### src/rtl/alu_md.sv
// Execute-stage ALU: single-cycle base ops plus an iterative RV32M multiply/divide
// unit driven by a Start/Busy/Done handshake.
module alu_md #(
    parameter int DATA_WIDTH     = 32,
    parameter int ALU_CTRL_WIDTH = 5,
    parameter int SHIFT_WIDTH    = 5
) (
    input  logic                      clk,
    input  logic                      rst,
    input  logic                      Start,
    input  logic [DATA_WIDTH-1:0]     SrcA,
    input  logic [DATA_WIDTH-1:0]     SrcB,
    input  logic [ALU_CTRL_WIDTH-1:0] ALUControl,
    input  logic [DATA_WIDTH-1:0]     PC,
    output logic [DATA_WIDTH-1:0]     ALUResult,
    output logic                      Zero,
    output logic                      N,
    output logic                      C,
    output logic                      V,
    output logic                      Busy,
    output logic                      Done
);
    localparam int W  = DATA_WIDTH;
    localparam int CW = $clog2(W);

    typedef enum logic [1:0] {S_IDLE, S_RUN, S_FIN, S_DONE} state_t;

    state_t          r_state, w_next;
    logic [CW-1:0]   r_cnt;
    logic [2:0]      r_op;
    logic [W-1:0]    r_a, r_b, r_opnd, r_res;
    logic [2*W-1:0]  r_acc;
    logic            r_neg_a, r_neg_b;

    logic [W:0]      w_sum;
    logic [W-1:0]    w_b_eff, w_base_res;
    logic            w_sub, w_base_c, w_base_v;
    logic [SHIFT_WIDTH-1:0] w_shamt;

    assign w_shamt = SrcB[SHIFT_WIDTH-1:0];
    assign w_sub   = (ALUControl[3:0] == 4'd1);
    assign w_b_eff = w_sub ? ~SrcB : SrcB;
    assign w_sum   = {1'b0, SrcA} + {1'b0, w_b_eff} + {{W{1'b0}}, w_sub};

    always_comb begin
        w_base_res = w_sum[W-1:0];
        w_base_c   = 1'b0;
        w_base_v   = 1'b0;
        case (ALUControl[3:0])
            4'd2:  w_base_res = SrcA << w_shamt;
            4'd3:  w_base_res = {{(W-1){1'b0}}, $signed(SrcA) < $signed(SrcB)};
            4'd4:  w_base_res = {{(W-1){1'b0}}, SrcA < SrcB};
            4'd5:  w_base_res = SrcA ^ SrcB;
            4'd6:  w_base_res = SrcA >> w_shamt;
            4'd7:  w_base_res = $unsigned($signed(SrcA) >>> w_shamt);
            4'd8:  w_base_res = SrcA | SrcB;
            4'd9:  w_base_res = SrcA & SrcB;
            4'd10: w_base_res = (SrcB << 12) + PC;
            4'd11: w_base_res = SrcB << 12;
            default: begin
                // add, sub and the 12..15 aliases: sub uses the inverted operand sign
                w_base_c = w_sum[W];
                w_base_v = (SrcA[W-1] == w_b_eff[W-1]) && (w_sum[W-1] != SrcA[W-1]);
            end
        endcase
    end

    // Mul/div operand preparation at launch
    logic [2:0]   w_md_op;
    logic         w_is_div, w_sa, w_sb, w_start;
    logic [W-1:0] w_a_mag, w_b_mag;

    assign w_md_op  = ALUControl[3] ? 3'd0 : ALUControl[2:0];
    assign w_is_div = w_md_op[2];
    assign w_sa     = SrcA[W-1] && (w_md_op == 3'd1 || w_md_op == 3'd2 ||
                                    w_md_op == 3'd4 || w_md_op == 3'd6);
    assign w_sb     = SrcB[W-1] && (w_md_op == 3'd1 || w_md_op == 3'd4 || w_md_op == 3'd6);
    assign w_a_mag  = w_sa ? -SrcA : SrcA;
    assign w_b_mag  = w_sb ? -SrcB : SrcB;
    assign w_start  = Start && ALUControl[4] && (r_state == S_IDLE || r_state == S_DONE);

    // One iteration: shift-add for multiply, restoring step for divide
    logic [W:0]     w_madd, w_trial;
    logic [2*W-1:0] w_acc_next;

    assign w_madd  = {1'b0, r_acc[2*W-1:W]} + (r_acc[0] ? {1'b0, r_opnd} : {(W+1){1'b0}});
    assign w_trial = {r_acc[2*W-1:W], r_acc[W-1]} - {1'b0, r_opnd};

    always_comb begin
        if (!r_op[2])
            w_acc_next = {w_madd, r_acc[W-1:1]};
        else if (!w_trial[W])
            w_acc_next = {w_trial[W-1:0], r_acc[W-2:0], 1'b1};
        else
            w_acc_next = {r_acc[2*W-2:0], 1'b0};
    end

    // Sign fix-up and special cases
    logic [2*W-1:0] w_prod;
    logic [W-1:0]   w_quo, w_rem, w_fin;
    logic           w_ovf, w_dz;

    assign w_prod = (r_neg_a ^ r_neg_b) ? -r_acc : r_acc;
    assign w_quo  = (r_neg_a ^ r_neg_b) ? -r_acc[W-1:0] : r_acc[W-1:0];
    assign w_rem  = r_neg_a ? -r_acc[2*W-1:W] : r_acc[2*W-1:W];
    assign w_dz   = (r_b == '0);
    assign w_ovf  = !r_op[0] && (r_a == {1'b1, {(W-1){1'b0}}}) && (r_b == '1);

    always_comb begin
        w_fin = w_prod[2*W-1:W];
        case (r_op)
            3'd0:       w_fin = w_prod[W-1:0];
            3'd4, 3'd5: w_fin = w_dz ? '1 : (w_ovf ? r_a : w_quo);
            3'd6, 3'd7: w_fin = w_dz ? r_a : (w_ovf ? '0 : w_rem);
            default:    w_fin = w_prod[2*W-1:W];
        endcase
    end

    always_comb begin
        w_next = r_state;
        case (r_state)
            S_IDLE:  if (w_start) w_next = S_RUN;
            S_RUN:   if (r_cnt == CW'(W - 1)) w_next = S_FIN;
            S_FIN:   w_next = S_DONE;
            S_DONE:  w_next = w_start ? S_RUN : S_IDLE;
            default: w_next = S_IDLE;
        endcase
    end

    always_ff @(posedge clk) begin
        if (rst) begin
            r_state <= S_IDLE;
            r_cnt   <= '0;
            r_op    <= '0;
            r_a     <= '0;
            r_b     <= '0;
            r_opnd  <= '0;
            r_acc   <= '0;
            r_res   <= '0;
            r_neg_a <= 1'b0;
            r_neg_b <= 1'b0;
        end else begin
            r_state <= w_next;
            if (w_start) begin
                r_op    <= w_md_op;
                r_a     <= SrcA;
                r_b     <= SrcB;
                r_neg_a <= w_sa;
                r_neg_b <= w_sb;
                r_cnt   <= '0;
                r_opnd  <= w_is_div ? w_b_mag : w_a_mag;
                r_acc   <= {{W{1'b0}}, (w_is_div ? w_a_mag : w_b_mag)};
            end else if (r_state == S_RUN) begin
                r_acc <= w_acc_next;
                r_cnt <= r_cnt + 1'b1;
            end else if (r_state == S_FIN) begin
                r_res <= w_fin;
            end
        end
    end

    always_comb begin
        if (r_state == S_DONE) begin
            ALUResult = r_res;
            C         = 1'b0;
            V         = 1'b0;
        end else if (ALUControl[4]) begin
            ALUResult = '0;
            C         = 1'b0;
            V         = 1'b0;
        end else begin
            ALUResult = w_base_res;
            C         = w_base_c;
            V         = w_base_v;
        end
    end

    assign Zero = (ALUResult == '0);
    assign N    = ALUResult[W-1];
    assign Busy = (r_state == S_RUN) || (r_state == S_FIN);
    assign Done = (r_state == S_DONE);
endmodule

### config.mk
export PLATFORM = sky130hd
export DESIGN_NAME = alu_md
export DESIGN_NICKNAME = d
export VERILOG_FILES = /design/src/rtl/alu_md.sv
export SDC_FILE = /design/constraint.sdc
export NUM_CORES = 1
export LEC_CHECK = 0
export CELL_PAD_IN_SITES_DETAIL_PLACEMENT = 1
export CELL_PAD_IN_SITES_GLOBAL_PLACEMENT = 2
export CORE_UTILIZATION = 39
export DETAILED_ROUTE_END_ITERATION = 8
export GPL_TIMING_DRIVEN = 1
export PLACE_DENSITY_LB_ADDON = 0.2
export SLEW_MARGIN = 20
export SYNTH_ARGS = -nofsm -noshare
export SYNTH_HDL_FRONTEND = slang
export SYNTH_SLANG_ARGS = --single-unit
### constraint.sdc
create_clock -name clk -period 12.9 [get_ports clk]
set_input_delay 2.58 -clock clk [delete_from_list [all_inputs] [get_ports clk]]
set_output_delay 2.58 -clock clk [all_outputs]
set_load 0.05 [all_outputs]
### After elaboration in Yosys (flattened, before gate mapping)

Cells that the tools add are included.

| operators by class | value |
|---|---|
| bitwise operators | 7 |
| reduce and logical (&&, ||, !) cells | 26 |
| shift-type cells | 3 |
| eq/ne operators | 29 |
| muxes and demuxes | 32 |
| $add $sub $neg | 11 |
| order comparisons | 2 |

Operators by type and width:

| kind | count |
|---|---|
| 32-bit two-way mux | 16 |
| 32-bit one-hot mux with 10 select lines | 1 |
| 64-bit two-way mux | 3 |
| 32-bit negator | 4 |
| 32-bit one-hot mux with 3 select lines | 1 |
| 32-bit by 32-bit adder with 33-bit output | 2 |
| 32-bit == test, second input constant | 2 |
| 32-bit logical NOT | 2 |
| 32-bit < comparator | 2 |
| 64-bit negator | 1 |
| 33-bit by 1-bit adder with 33-bit output | 1 |
| 33-bit by 32-bit subtractor with 33-bit output | 1 |
| 32-bit adder | 1 |
| 32-bit AND | 1 |
| 32-bit NOT | 1 |
| 32-bit bitwise OR | 1 |
| 32-bit by 5-bit << shifter with 32-bit output | 1 |
| 32-bit by 5-bit >> shifter with 32-bit output | 1 |
| 32-bit by 5-bit >>> shifter with 32-bit output | 1 |
| 32-bit bitwise XOR | 1 |
| 3-bit == test, second input constant | 6 |
| 4-bit by 3-bit == test with 1-bit output, second input constant | 4 |
| 4-bit == test, second input constant | 4 |
| 10-bit OR reduction | 1 |
| other kinds (26) | 51 |

| word-level totals | value |
|---|---|
| register bits after elaboration | 204 |
| input port bits | 104 |
| output and inout port bits | 38 |
| logic and storage cells | 121 |

### Logic depth before layout (Yosys ltp)

Gate-level depths: netlist of run 1.

| depth | value |
|---|---|
| word-level depth | 9 |
| gate-level depth with buffers | 20 |
| gate-level depth less buffers | 16 |

### Worst setup path after synthesis of run 1

No wires, ideal clock.

| timing | value |
|---|---|
| path type | input -> output |
| start | input port SrcB[2] |
| end | output port Zero |
| path slack | 1.220 ns |
| cell stages on the path | 20 |
| data required time | 10.320 ns |
| arrival | 9.100 ns |
| cells stage by stage | buf_2 inv_1 buf_2 buf_1 buf_1 clkbuf_1 xnor2_1 ha_1 a21o_1 a21oi_1 or3_1 a2111oi_1 o21ai_0 a31oi_1 a31oi_1 xor2_1 nand2_1 a32o_1 or4_1 nor4_1 |

| between the ends | value |
|---|---|
| word-level cells in the longest chain between the ends | 8 |
| elaborated cells between the ends (all ways) | 17 |
| those cells by class | add/sub (3); order compare (2); shift (3); mux (4); bitwise (4); reduce/logical (1) |

Ends and longest elaborated chain:

| what | line | RTL |
|---|---|---|
| start: declaration | 12 | `input logic [DATA_WIDTH-1:0] SrcB,` |
| 32-bit NOT | 42 | `assign w_b_eff = w_sub ? ~SrcB : SrcB;` |
| 32-bit two-way mux | 42 |  |
| 32-bit by 32-bit adder with 33-bit output | 43 | `assign w_sum = {1'b0, SrcA} + {1'b0, w_b_eff} + {{W{1'b0}}, w_sub};` |
| 33-bit by 1-bit adder with 33-bit output | 43 |  |
| 32-bit one-hot mux with 10 select lines * | 49 | `case (ALUControl[3:0])` |
| 32-bit two-way mux * | 167 | `end else if (ALUControl[4]) begin` |
| 32-bit two-way mux * | 163 | `if (r_state == S_DONE) begin` |
| net ALUResult[24] | 15 | `output logic [DATA_WIDTH-1:0] ALUResult,` |
| 32-bit logical NOT * | 178 | `assign Zero = (ALUResult == '0);` |
| end: declaration | 16 | `output logic Zero,` |

The timed path passes the listed nets; every way through them passes the cells marked *.

### Final worst setup path of run 1

| timing | value |
|---|---|
| start | input port ALUControl[2] |
| end | output port ALUResult[30] |

| between the ends | value |
|---|---|
| word-level cells in the longest chain between the ends | 7 |
| elaborated cells between the ends (all ways) | 17 |
| those cells by class | add/sub (2); eq/ne (11); mux (4) |

Ends and longest elaborated chain:

| what | line | RTL |
|---|---|---|
| start: declaration | 13 | `input logic [ALU_CTRL_WIDTH-1:0] ALUControl,` |
| 4-bit by 1-bit == test with 1-bit output | 41 | `assign w_sub = (ALUControl[3:0] == 4'd1);` |
| 32-bit two-way mux | 42 |  |
| 32-bit by 32-bit adder with 33-bit output | 43 |  |
| 33-bit by 1-bit adder with 33-bit output | 43 |  |
| 32-bit one-hot mux with 10 select lines * | 49 |  |
| 32-bit two-way mux * | 167 |  |
| 32-bit two-way mux * | 163 |  |
| end: declaration | 15 |  |

Every way passes the cells marked *; elsewhere a longest branch is shown, timed or not.

==> results of run 1 <==
-- cells in the mapped netlist (all sizes together) (14+ instances only) --
| cell | n |
|---|---|
| mux2i | 113 |
| xnor2 | 193 |
| a21oi | 405 |
| dfxtp | 204 |
| o21bai | 27 |
| clkbuf | 240 |
| and2 | 21 |
| nand2 | 523 |
| inv | 156 |
| nor4 | 46 |
| xor2 | 73 |
| mux2 | 16 |
| o221ai | 23 |
| a21o | 56 |
| ha | 221 |
| nand4 | 31 |
| or2 | 14 |
| a221oi | 34 |
| o22ai | 24 |
| a211oi | 52 |
| o21ai | 245 |
| nand2b | 48 |
| nor3 | 68 |
| o211ai | 125 |
| a311oi | 15 |
| mux4 | 58 |
| or4 | 19 |
| or3 | 21 |
| nor2 | 289 |
| a31oi | 31 |
| buf | 64 |
| o21a | 17 |
| nand3 | 56 |
| nor2b | 24 |
| o31ai | 36 |
-- cell type report --
class | instances | share of cell area
Multi-Input combinational cell | 3129 | 0.7053
Sequential cell | 204 | 0.1349
Timing Repair Buffer | 242 | 0.07071
Tap cell | 931 | 0.03846
Clock buffer | 28 | 0.02202
Inverter | 162 | 0.02007
Clock inverter | 17 | 0.008426
Antenna cell | 1 | 0.00008261
-- metrics by stage --
stage / hold slack (ns) / std cells / utilization / cell area (um2)
after floorplan: 0.4319 / 3799 / - / 27170
after global placement: 0.4434 / 4668 / 0.4267 / 29370
after detailed placement: 0.4457 / 4668 / 0.4267 / 29370
after CTS: 0.4542 / 4713 / 0.4401 / 30290
after global routing: 0.4713 / 4713 / 0.4401 / 30290
final: 0.4501 / 4714 / 0.4401 / 30290
-- routing by layer --
layer | share of wire | global-route usage | vias up
met2 | 0.46 | 0.6839 | 1526
met5 | 0.00091 | 0 | -
met1 | 0.40 | 0.5120 | 15650
met3 | 0.081 | 0.08318 | 428
met4 | 0.060 | 0.2260 | 16
li1 | - | - | 13780
-- power by group through the flow --
stage | Clock (mW) | Sequential [mW] | Combinational [mW]
final | 0.804 | 0.947 | 2.62
after global routing | 0.831 | 0.957 | 2.80
after CTS | 0.814 | 0.937 | 2.57
after detailed placement | 0 | 0.949 | 2.54
after global placement | 0 | 0.942 | 2.48
after floorplan | 0 | 0.835 | 1.80
-- logic make-up after synthesis --
group	after synthesis	share of synthesized area
adder cells (fa/ha/maj)	225	0.1047
flip-flops	204	0.1503
XOR/XNOR	266	0.08574
multiplexers	187	0.09633
buffers and inverters	466	0.06704
AND/OR/NAND/NOR	1203	0.2014
AO/OA/AOI/OAI	1248	0.2945
-- final timing paths --
check                     startpoint                      end  slack, ns  cells after the start
max reg2reg   r_acc[31]$_SDFFE_PP0P_   r_acc[34]$_SDFFE_PP0P_       7.84                     16
max                    ALUControl[2]            ALUResult[30]       1.46                     18
min          r_opnd[20]$_SDFFE_PP0P_  r_opnd[20]$_SDFFE_PP0P_       0.45                      2
min reg2reg  r_opnd[20]$_SDFFE_PP0P_  r_opnd[20]$_SDFFE_PP0P_       0.45                      2
-- worst max-delay path: stages --
cell,delay [ns]
clkdlybuf4s50_1,0.46
nor4b_4,0.82
buf_4,0.54
xnor2_1,0.13
ha_1,0.39
nand2_1,0.09
or3_1,0.43
a2111oi_1,0.60
buf_4,0.25
o21ai_0,0.10
a31oi_1,0.17
buf_4,0.18
a31oi_1,0.14
nand2b_1,0.18
o32a_1,0.18
a221oi_1,0.09
nor3_1,0.56
clkdlybuf4s50_1,0.94
-- cells in the final DEF (no fill, tap or decap), types with 16 or more instances in the layout --
cell type	synthesis	final
clkbuf_16	0	25
and2_1	20	20
nor2b_1	24	23
a21o_1	56	56
inv_1	155	154
a211oi_1	52	51
mux2i_1	113	113
buf_4	6	106
xor2_1	73	72
clkdlybuf4s50_1	0	133
o31ai_1	36	36
dfxtp_1	204	203
or4_1	16	16
ha_1	221	218
mux4_2	58	58
o21ai_0	238	238
mux2_2	16	16
a21oi_1	405	404
o21a_1	17	17
nand2_1	523	523
a31oi_1	31	31
a221oi_1	34	34
or3_1	20	20
nor4_1	46	45
nor2_1	286	283
nand3_1	56	56
o21bai_1	27	27
xnor2_1	193	193
nand4_1	30	30
o221ai_1	23	23
nand2b_1	48	47
nor3_1	68	67
o211ai_1	125	125
o22ai_1	24	24
-- registers in the layout, indices dropped and copies added (netlist names) --
signal	flops
r_b	32
r_neg_b	1
r_op	3
r_neg_a	1
r_state	2
r_res	32
r_a	32
r_opnd	32
r_cnt	5
r_acc	64
==> results.cfg, run 1 <==
[cts]
cts_sinks = 204
clk_pin_slew_ns = 0.06
ctsResizeCount = 0
clockBufferDepth = 3
cts_root_buf = clkbuf_16
cts_tree = yes
post-cts-setup-buffer-count = 0
numCtsBuffers = 25
hold_buffers = 0
insertion_delay_ns = 0.58
cts_max_level = 1

[critical_path]
criticalPathCategory = in2out
cp.arrival_ns = 8.86
crit_path_start_kind = input pin
critPathMaxFanout = 24
endpoint_kind = output port
cp_data_required_time_ns = 10.32

[pwr]
seqPwrFrac = 0.217
p_comb_frac = 0.599
p_sw_mw = 2.223
swShare = 0.5089
power.density_nw_per_um2 = 144.2
ir_drop_v = 0.0004053
total_power_mw = 4.368
p_clk_frac = 0.184
p_int_mw = 2.145
p_leak_nw = 11.55

[timing]
finalHoldViolCount = 0
skew_ns = 0.03973
setup_viol = 0
final.setup.worst_slack_ns = 1.461
finalMaxSlewViolations = 0
period_share = 0.8867
min_period_ns = 11.44
worst_pin_slew_ns = 1.136
slew_headroom = 0.2383
rsz0062_at_grt = false
fmax_ghz = 0.08742
finalSetupTns_ns = 0

[finish]
fill_cells = 8613
layout.nets = 4093
multi_input_area_um2 = 21360
syn_to_final_growth_pct = 11.47
regArea_um2 = 4088
final_layout_size_suffix_gt1_frac = 0.07509

[route]
firstDrtPassIters = 6
drt_iter0_markers = 3628
routed_wl_mm = 151.5
via_count = 31400
postRouteAntennaNets = 0
route.detailed.drc = 0
wl_per_cell_um = 32.14
avgViaCountPerCell = 6.661

[logic_synthesis]
synth_edf_count = 0
ys_seq_area_frac = 0.1503
synthFlopType = dfxtp_1
syn_area_per_cell_um2 = 7.153
synthCells = 3799
synthTopCellsByArea = dfxtp_1 (15%), ha_1 (10%), a21oi_1 (7.5%)
synth_warnings = 0
synth_seq_cells = 204
synthArstFlopShare = 0
synth_area_leader_cell = dfxtp_1
synth_cell_types = 91
yosysTopAreaCellShare = 0.1503
synth.cell_area_um2 = 27170
synth.net_count = 4128

[grt]
antenna_found_initial = 9
grt_max_degree = 86
grt_pass1_vias = 31390
grt_usage = 0.4171
grt.overflow.total = 0
grt_pass1_wl_mm = 218.1

[place]
numPortBuffers = 141
gp_congestion = 1.051
pre_cts_slack_ns = 1.586
place.detailed.hpwl_mm = 115.3

[die]
start_util = 0.3948
core-area_um2 = 68830
ios = 142
row_count = 96
die_area_um2 = 70730
die_y_um = 266.0
die_w_um = 266.0

[min_path]
hold_path_class = reg2reg

[run_status]
status = finished clean

[run]
maxCapViolations = 0
Note: power is estimated with default switching activity, not from simulation.
==> inputs of run 2 (changes only) <==
PLACE_DENSITY_LB_ADDON = 0.08   (was 0.2)
==> run 2 against run 1 <==
Compared with the run above: core utilization down 0.14 points; clock power fell by 8.7%; total power decreased by 2.2%; largest cell class unchanged; highest routed layer unchanged; critical path type unchanged; register-to-register slack got worse by 0.12 ns; maximum frequency is 1.8% lower; critical path depth is 1 higher; via count down 0.99%; worst setup slack worse by 0.20 ns; wire length decreased by 1.7%; non-clock buffer count fell by 3; hold slack improved by 0.0022 ns.
==> results.cfg, run 2 (synthesis gave the netlist of run 1 again) <==
[grt]
antenna_found_initial = 5
grt.overflow.total = 0
grt_usage = 0.4084
grt_pass1_vias = 30920
grt_pass1_wl_mm = 214.9
grt_max_degree = 96

[finish]
largest_reg_flops = 64
layout.nets = 4089
top_register = r_acc
stdcell_count = 4710
syn_to_final_growth_pct = 11.12
mostFrequentLayoutCell = nand2_1
final_cell_mix = nand2_1 (523), a21oi_1 (404), nor2_1 (283), o21ai_0 (237), ha_1 (218)
final_layout_size_suffix_gt1_frac = 0.07385

[critical_path]
critPathMaxFanout = 39
crit_path_start_kind = input pin
slowest_stage = a2111oi_1
cp.arrival_ns = 9.06
criticalPathCategory = in2out
critPathBufInv = 4
r2r_cells = 15
r2r_slack_ns = 7.72
endpoint_kind = output port
regToRegStartpoint = r_acc[31]$_SDFFE_PP0P_
slowest_delay_ns = 1.02
r2r_end = r_acc[54]$_SDFFE_PP0P_
cp_data_required_time_ns = 10.32
path_cells = clkdlybuf4s50_1 > buf_4 > nor2b_1 > buf_4 > nand2_1 > o21ai_0 > fa_1 > a21o_1 > a21oi_1 > or3_1 > a2111oi_1 > o21ai_0 > a31oi_1 > a31oi_1 > nand2b_1 > a21oi_1 > o21a_1 > nor4_1 > clkdlybuf4s50_1
cp_top_family = compound AO/OA/AOI/OAI gates

[timing]
rsz0062_at_grt = false
fmax_ghz = 0.08588
holdWs_ns = 0.4523
slew_headroom = 0.2073
final.setup.worst_slack_ns = 1.256
finalHoldViolCount = 0
setup_viol = 0
skew_ns = 0.03092
min_period_ns = 11.64
finalSetupTns_ns = 0
worst_pin_slew_ns = 1.186
period_share = 0.9026
finalMaxSlewViolations = 0

[place]
place.detailed.hpwl_mm = 115.5
gp_congestion = 1.053
pre_cts_slack_ns = 1.395
dpl.cell_count = 4665
numPortBuffers = 141

[cts]
hold_buffers = 0
cts_tree = yes
clk_pin_slew_ns = 0.06
insertion_delay_ns = 0.56
cts_root_buf = clkbuf_16
clockBufferDepth = 3
cts_max_level = 1
post-cts-setup-buffer-count = 0
cts_sinks = 204
ctsResizeCount = 0
numCtsBuffers = 24

[pwr]
swShare = 0.5110
ir_drop_v = 0.0002482
p_sw_mw = 2.183
p_leak_nw = 11.50
seqPwrFrac = 0.220
p_comb_frac = 0.608
total_power_mw = 4.273
power.density_nw_per_um2 = 141.5
p_clk_frac = 0.172
p_int_mw = 2.090

[route]
postRouteAntennaNets = 0
drt_iter0_markers = 3116
wl_per_cell_um = 31.61
avgViaCountPerCell = 6.601
firstDrtPassIters = 8
route.detailed.drc = 0
routed_wl_mm = 148.9
via_count = 31090

[min_path]
worstHoldEndpoint = r_opnd[25]$_SDFFE_PP0P_
hold_path_class = reg2reg
min_from = r_opnd[25]$_SDFFE_PP0P_
whs_path_depth = 2

[die]
row_count = 96
die_area_um2 = 70730
ios = 142
core-area_um2 = 68830
die_w_um = 266.0
die_y_um = 266.0
start_util = 0.3948

[run]
maxCapViolations = 0

[run_status]
status = finished clean
-- run 2: worst min-delay path: stages, from the launching register on --
cell,delay [ns]
dfxtp_1,0.31
nand2_1,0.05
a21oi_1,0.05
-- run 2: power groups by stage --
stage,Clock (mW),Combinational (mW),Sequential [mW]
global placement,0,2.46,0.937
floorplan,0,1.80,0.835
global route,0.762,2.77,0.954
detailed placement,0,2.52,0.944
finish,0.734,2.60,0.942
CTS,0.742,2.54,0.932
-- run 2: per-layer routing --
metal | wire length, um | up-vias | global-route usage
met5 | 27 | - | 0
met2 | 66480 | 1476 | 0.6549
met1 | 60530 | 15440 | 0.5078
li1 | - | 13740 | -
met3 | 11360 | 430 | 0.07237
met4 | 10490 | 4 | 0.2509
-- run 2: area by class of cell --
| type | count | area [um2] |
|---|---|---|
| Antenna cell | 1 | 2.502 |
| Clock inverter | 13 | 163.9 |
| Timing Repair Buffer | 239 | 2121 |
| Sequential cell | 204 | 4088 |
| Multi-Input combinational cell | 3129 | 21380 |
| Tap cell | 931 | 1165 |
| Inverter | 162 | 608.1 |
| Clock buffer | 31 | 666.9 |
| Fill cell | 8596 | 38630 |
-- run 2: stage by stage --
step                      instance area (um2)  utilization
after detailed placement                29360       0.4266
after global routing                    30190       0.4387
after floorplan                         27170            -
after CTS                               30190       0.4387
final                                   30200       0.4387
after global placement                  29360       0.4266
-- run 2: how the worst max path moves through the flow --
stage / cells past startpoint / start / endpoint
4_1_cts: 19 / ALUControl[0] / C
3_5_place_dp: 19 / ALUControl[0] / C
6_report: 19 / ALUControl[0] / C
2_1_floorplan: 20 / SrcB[2] / Zero
3_3_place_gp: 19 / ALUControl[0] / C
5_1_grt: 19 / ALUControl[0] / ALUResult[30]
